--- src/rtl/replica_timing_monitor.sv ---
// rtl/replica_timing_monitor.sv - critical-path replica launch/capture error monitor with windowed slow-down request
module replica_timing_monitor #(
    parameter int INVERT = 0,
    parameter int WINDOW = 16,
    parameter int THRESH = 2,
    parameter int CNT_W  = 16
) (
    input  logic             clk_i,
    input  logic             rst_ni,
    input  logic             en_i,
    input  logic             clr_i,
    output logic             launch_o,
    input  logic             replica_i,
    output logic             err_o,
    output logic             slow_req_o,
    output logic [CNT_W-1:0] err_count_o
);

    localparam int WC_W = (WINDOW > 2) ? $clog2(WINDOW) : 1;
    localparam int WE_W = $clog2(WINDOW + 1);

    localparam logic [WC_W-1:0]  WIN_LAST = WC_W'(WINDOW - 1);
    localparam logic [WE_W-1:0]  THRESH_V = WE_W'(THRESH);
    localparam logic [CNT_W-1:0] CNT_MAX  = '1;
    localparam logic             INV_BIT  = (INVERT != 0);

    typedef enum logic [1:0] {
        IDLE  = 2'd0,
        RUN   = 2'd1,
        ALARM = 2'd2
    } state_t;

    state_t state_q;
    state_t state_d;

    logic             launch_q;
    logic             exp1_q;
    logic             v1_q;
    logic             cap_q;
    logic             exp2_q;
    logic             v2_q;
    logic             err_q;
    logic [CNT_W-1:0] err_cnt_q;
    logic [WC_W-1:0]  win_cnt_q;
    logic [WE_W-1:0]  win_err_q;

    logic             mismatch;
    logic             win_last;
    logic [WE_W-1:0]  win_err_inc;
    logic             thresh_hit;
    logic             quiet_close;
    logic             win_track;

    // Launch stage: toggle every enabled cycle and remember what the replica should return.
    always_ff @(posedge clk_i or negedge rst_ni) begin
        if (!rst_ni) begin
            launch_q <= 1'b0;
            exp1_q   <= 1'b0;
            v1_q     <= 1'b0;
        end else if (en_i) begin
            launch_q <= ~launch_q;
            exp1_q   <= ~launch_q ^ INV_BIT;
            v1_q     <= 1'b1;
        end else begin
            v1_q     <= 1'b0;
        end
    end

    // Capture stage: cap_q samples the raw replica output directly so the full cycle is the path budget.
    always_ff @(posedge clk_i or negedge rst_ni) begin
        if (!rst_ni) begin
            cap_q  <= 1'b0;
            exp2_q <= 1'b0;
            v2_q   <= 1'b0;
        end else begin
            cap_q  <= replica_i;
            exp2_q <= exp1_q;
            v2_q   <= v1_q;
        end
    end

    assign mismatch    = v2_q & (cap_q ^ exp2_q);
    assign win_last    = v2_q && (win_cnt_q == WIN_LAST);
    assign win_err_inc = win_err_q + WE_W'(mismatch);
    assign thresh_hit  = mismatch && (win_err_inc >= THRESH_V);
    assign quiet_close = win_last && (win_err_inc == '0);

    always_ff @(posedge clk_i or negedge rst_ni) begin
        if (!rst_ni) begin
            err_q     <= 1'b0;
            err_cnt_q <= '0;
        end else begin
            err_q <= mismatch;
            if (clr_i) begin
                err_cnt_q <= '0;
            end else if (mismatch && (err_cnt_q != CNT_MAX)) begin
                err_cnt_q <= err_cnt_q + CNT_W'(1);
            end
        end
    end

    // Window bookkeeping only runs while the FSM is tracking; in-flight compares after a disable are ignored.
    always_ff @(posedge clk_i or negedge rst_ni) begin
        if (!rst_ni) begin
            win_cnt_q <= '0;
            win_err_q <= '0;
        end else if (!win_track) begin
            win_cnt_q <= '0;
            win_err_q <= '0;
        end else if (v2_q) begin
            if (win_last) begin
                win_cnt_q <= '0;
                win_err_q <= '0;
            end else begin
                win_cnt_q <= win_cnt_q + WC_W'(1);
                win_err_q <= win_err_inc;
            end
        end
    end

    always_ff @(posedge clk_i or negedge rst_ni) begin
        if (!rst_ni) begin
            state_q <= IDLE;
        end else begin
            state_q <= state_d;
        end
    end

    always_comb begin
        state_d = state_q;
        if (!en_i) begin
            state_d = IDLE;
        end else if (clr_i) begin
            state_d = RUN;
        end else begin
            case (state_q)
                IDLE:    state_d = RUN;
                RUN:     if (thresh_hit) state_d = ALARM;
                ALARM:   if (quiet_close) state_d = RUN;
                default: state_d = IDLE;
            endcase
        end
    end

    always_comb begin
        slow_req_o = 1'b0;
        win_track  = 1'b0;
        case (state_q)
            RUN: begin
                win_track = en_i & ~clr_i;
            end
            ALARM: begin
                slow_req_o = 1'b1;
                win_track  = en_i & ~clr_i;
            end
            default: begin
                slow_req_o = 1'b0;
                win_track  = 1'b0;
            end
        endcase
    end

    assign launch_o    = launch_q;
    assign err_o       = err_q;
    assign err_count_o = err_cnt_q;

endmodule

--- config.mk ---
export PLATFORM = sky130hd
export DESIGN_NAME = replica_timing_monitor
export DESIGN_NICKNAME = d
export VERILOG_FILES = /design/src/rtl/replica_timing_monitor.sv
export SDC_FILE = /design/constraint.sdc
export NUM_CORES = 1
export LEC_CHECK = 0
export BUFFER_PORTS_ARGS = -buffer_cell sky130_fd_sc_hd__clkbuf_2
export CORE_ASPECT_RATIO = 1.4
export CORE_UTILIZATION = 51
export DETAILED_ROUTE_END_ITERATION = 7
export PLACE_DENSITY = 0.76
export SETUP_SLACK_MARGIN = 0.4
export SYNTH_ARGS = -nofsm -noshare
export SYNTH_HDL_FRONTEND = slang
export SYNTH_SLANG_ARGS = --single-unit
--- constraint.sdc ---
create_clock -name clk_i -period 2.3 [get_ports clk_i]
set_input_delay 0.345 -clock clk_i [delete_from_list [all_inputs] [get_ports clk_i]]
set_output_delay 0.345 -clock clk_i [all_outputs]
set_load 0.05 [all_outputs]
==> reports/metrics.json <==
{
  "run_status": "completed",
  "floorplan.die.height_microns": 70.95,
  "finalSetupTns_ps": 0,
  "synth_xor_area_share_pct": 9.538,
  "grt_usage_pct": 25.84,
  "drt_drc_violations_left": 0,
  "htreeDepth": 2,
  "cp_data_required_time_ps": 2510,
  "clock_sink_count": 33,
  "timing.final.crit_period_ps": 2051,
  "unrepaired_setup_endpoints_after_global_routing": "true",
  "number_of_flops_mapped_to_enable_cells_by_yosys": 0,
  "initial_core_util_pct": 54.40,
  "ys_async_sr_fraction_pct": 100.0,
  "per_cell_routed_wire_length_microns": 16.43,
  "synth_nets": 189,
  "final_layout_size_suffix_gt1_share_pct": 27.36,
  "wire_length_of_the_first_global_routing_pass_mm": 6.796,
  "synthToLayoutAreaGrowth_pct": 23.34,
  "ant_nets": 0,
  "vdd_drop_max_v": 0.0005655,
  "synth_compound_area_share_pct": 10.48,
  "root_buffer": "sky130_fd_sc_hd__clkbuf_8",
  "insertedDiodeCount": 0,
  "relSlewSlack_pct": 46.49,
  "clock_transition_at_the_registers_of_the_reported_paths_ps": 70,
  "slew_viol_final": 0,
  "synth.yosys.seq_area_share_pct": 47.69,
  "yosys.area_share.simple_pct": 21.97,
  "core_occupancy_in_the_finished_layout_pct": 67.10,
  "crit_path_end_kind": "flip-flop",
  "yosys_most_used_dff": "sky130_fd_sc_hd__dfrtp_1",
  "worst_slew_pin_slew_ps": 802.6,
  "cts-hold-fix-buffers": 0,
  "crit-reg2reg-launch": "cap_q",
  "clock-skew-final_ps": 10.87,
  "total_wirelength_mm": 4.123,
  "cellLeakagePower_nw": 0.9042,
  "grt_antenna_before_repair": 0,
  "first_global_vias": 1515,
  "hold_violations": 0,
  "synth-seq-cells": 33,
  "report.final.setup_viol": 0,
  "nets": 224,
  "floorplan.rows": 24,
  "die_area_sq_um": 3636,
  "synthAdderAreaFrac_pct": 5.780,
  "ratio_of_final_minimum_period_to_clock_period_pct": 89.15,
  "detail_route.iter0.violations": 30,
  "setup.worst_path.start_class": "flip-flop",
  "port_buffers": 23,
  "worst-r2r-setup-slack_ps": 250,
  "worstReg2RegEnd": "state_q[0]",
  "dieWidth_microns": 51.25,
  "drt-pass1-iter-count": 4,
  "globalplace.congestion": 0.7988,
  "synth_cell_types": 36,
  "cts_tree": "done",
  "critPathArrivalTime_ps": 2260,
  "crit_path_max_fanout": 4,
  "pwr_density_cell_nw_per_um2": 665.2,
  "cts_buffer_depth": 2,
  "route.detailed.vias_per_inst": 5.869,
  "worst_skew_pair_latency_ps": 290,
  "type_of_the_setup_path_with_the_least_slack": "flip-flop to flip-flop",
  "ioPinCount": 24,
  "cts_made_buffers": 5,
  "grt_max_degree": 34,
  "timing.max_cap.violations": 0,
  "dp.final_hpwl_mm": 2.702,
  "largest_family_of_logic_cells_by_synthesized_area": "simple AND/OR/NAND/NOR gates",
  "routed-via-count": 1473,
  "yosys_warnings": 0,
  "netlist_area_sq_um": 1732,
  "grt.overflow.total": 0,
  "fmaxAchievable_mhz": 487.7,
  "hold_path.class": "input pin to asynchronous set/reset pin",
  "timing.reg2reg.worst_path_depth": 10,
  "post_synth_mux_area_share_pct": 1.734,
  "floorplan.core_area_sq_um": 3183,
  "syn_avg_cell_area_sq_um": 9.839,
  "cells_after_synth": 176
}
## Yosys cell counts, types with 2 or more instances
cell type                   n  share of area [%]
sky130_fd_sc_hd__a211oi_1   5                2.2
sky130_fd_sc_hd__a21oi_1    4                1.2
sky130_fd_sc_hd__and2_1     2               0.72
sky130_fd_sc_hd__buf_2      3               0.87
sky130_fd_sc_hd__dfrtp_1   33                 48
sky130_fd_sc_hd__ha_1       8                5.8
sky130_fd_sc_hd__inv_1      8                1.7
sky130_fd_sc_hd__mux2i_1    3                1.7
sky130_fd_sc_hd__nand2_1   17                3.7
sky130_fd_sc_hd__nand3_1    7                2.0
sky130_fd_sc_hd__nand4_1    4                1.4
sky130_fd_sc_hd__nor2_1    24                5.2
sky130_fd_sc_hd__nor2b_1    3                1.1
sky130_fd_sc_hd__nor3_1     5                1.4
sky130_fd_sc_hd__nor4_1     4                1.4
sky130_fd_sc_hd__o21ai_0    9                2.6
sky130_fd_sc_hd__o31ai_1    3                1.3
sky130_fd_sc_hd__xnor2_1   14                7.1
sky130_fd_sc_hd__xor2_1     3                1.5
## stage by stage
step	total power, mW	cells	instance area (sq um)	setup WS [ps]	hold WS (ps)
floorplan	0.8390	176	1777	279.8	49.41
global placement	0.9067	237	1944	278.3	348.5
CTS	1.422	248	2095	259.8	157.6
finish	1.421	251	2136	249.5	137.4
global route	1.483	251	2136	156.2	159.9
detailed placement	0.9151	237	1944	192.1	346.4
## report_power, final
group          internal [mW]  switching (mW)  total [mW]
clock network          0.271           0.213       0.484
logic                 0.0948           0.188       0.283
registers              0.620          0.0342       0.654
total                  0.985           0.436        1.42
## cells in the final DEF, fill, tap and decap left out, types with 4 or more instances in the layout
cell,synthesis,routed
sky130_fd_sc_hd__xnor2_1,14,14
sky130_fd_sc_hd__a211oi_1,5,5
sky130_fd_sc_hd__buf_4,0,9
sky130_fd_sc_hd__nor2_1,24,24
sky130_fd_sc_hd__nand2_1,17,16
sky130_fd_sc_hd__nand3_1,7,6
sky130_fd_sc_hd__nand4_1,4,4
sky130_fd_sc_hd__clkbuf_8,0,7
sky130_fd_sc_hd__clkbuf_2,0,23
sky130_fd_sc_hd__dfrtp_1,33,31
sky130_fd_sc_hd__o21ai_0,9,9
sky130_fd_sc_hd__inv_1,8,7
sky130_fd_sc_hd__nor3_1,5,5
sky130_fd_sc_hd__nor4_1,4,4
sky130_fd_sc_hd__ha_1,8,6
## cell type report
| class | count | area, sq um |
|---|---|---|
| inverters | 8 | 30.03 |
| fillers | 255 | 1047 |
| well taps | 39 | 48.80 |
| repair buffers | 32 | 182.7 |
| clock inverters | 1 | 5.005 |
| flip-flops and latches | 33 | 828.3 |
| multi-input cells | 131 | 944.7 |
| clock buffers | 7 | 96.34 |
## cell families (layout without fill, tap and decap cells)
kind of cell,Yosys count,after routing
and+or+nand+nor,75,75
xor gates and xnor gates,18,18
adders and majority gates,8,8
buffers and inverters,12,48
AOI/OAI and AO/OA,27,27
DFF,33,33
muxes,3,3
## routing by layer
layer / routed length (microns) / part of all wire [%] / vias to the layer above / GRT usage [%]
met2: 2395 / 58 / 40 / 48.25
met4: 97 / 2.4 / 0 / 13.51
met5: 0 / 0 / - / 0
li1: - / - / 683 / -
met1: 1495 / 36 / 738 / 24.86
met3: 134 / 3.3 / 12 / 6.882
## worst max-delay path, cell delays in order, from the launching register on
cell,delay [ps]
sky130_fd_sc_hd__dfrtp_1,400
sky130_fd_sc_hd__xor2_2,190
sky130_fd_sc_hd__nand2_2,80
sky130_fd_sc_hd__inv_2,50
sky130_fd_sc_hd__ha_4,170
sky130_fd_sc_hd__ha_4,180
sky130_fd_sc_hd__or3_4,350
sky130_fd_sc_hd__o31ai_4,80
sky130_fd_sc_hd__a311oi_2,150
sky130_fd_sc_hd__a21oi_2,140
sky130_fd_sc_hd__mux2i_1,180
## sequential cells by signal (all words and copies together), names as in the netlist, 2 cells and up
signal       count
win_err_q        5
err_count_o     16
win_cnt_q        4
state_q          2
## what timing repair did
| item | CTS | global route |
|---|---|---|
| setup endpoints to repair | 2 | 2 |
| resized for setup | 5 | 3 |
| gates cloned | 0 | 0 |
| pin swaps | 2 | 7 |
| buffers inserted | 3 | 3 |
## how the worst max path moves through the flow
stage	cells after the start	slack [ps]	to	start
after floorplan	10	280	state_q[0]	cap_q
after global placement	10	280	state_q[0]	cap_q
after detailed placement	10	190	state_q[0]	cap_q
after CTS	10	260	state_q[0]	exp2_q
after global routing	10	160	state_q[0]	cap_q
final	10	250	state_q[0]	cap_q
(Power assumes the default switching activity.)
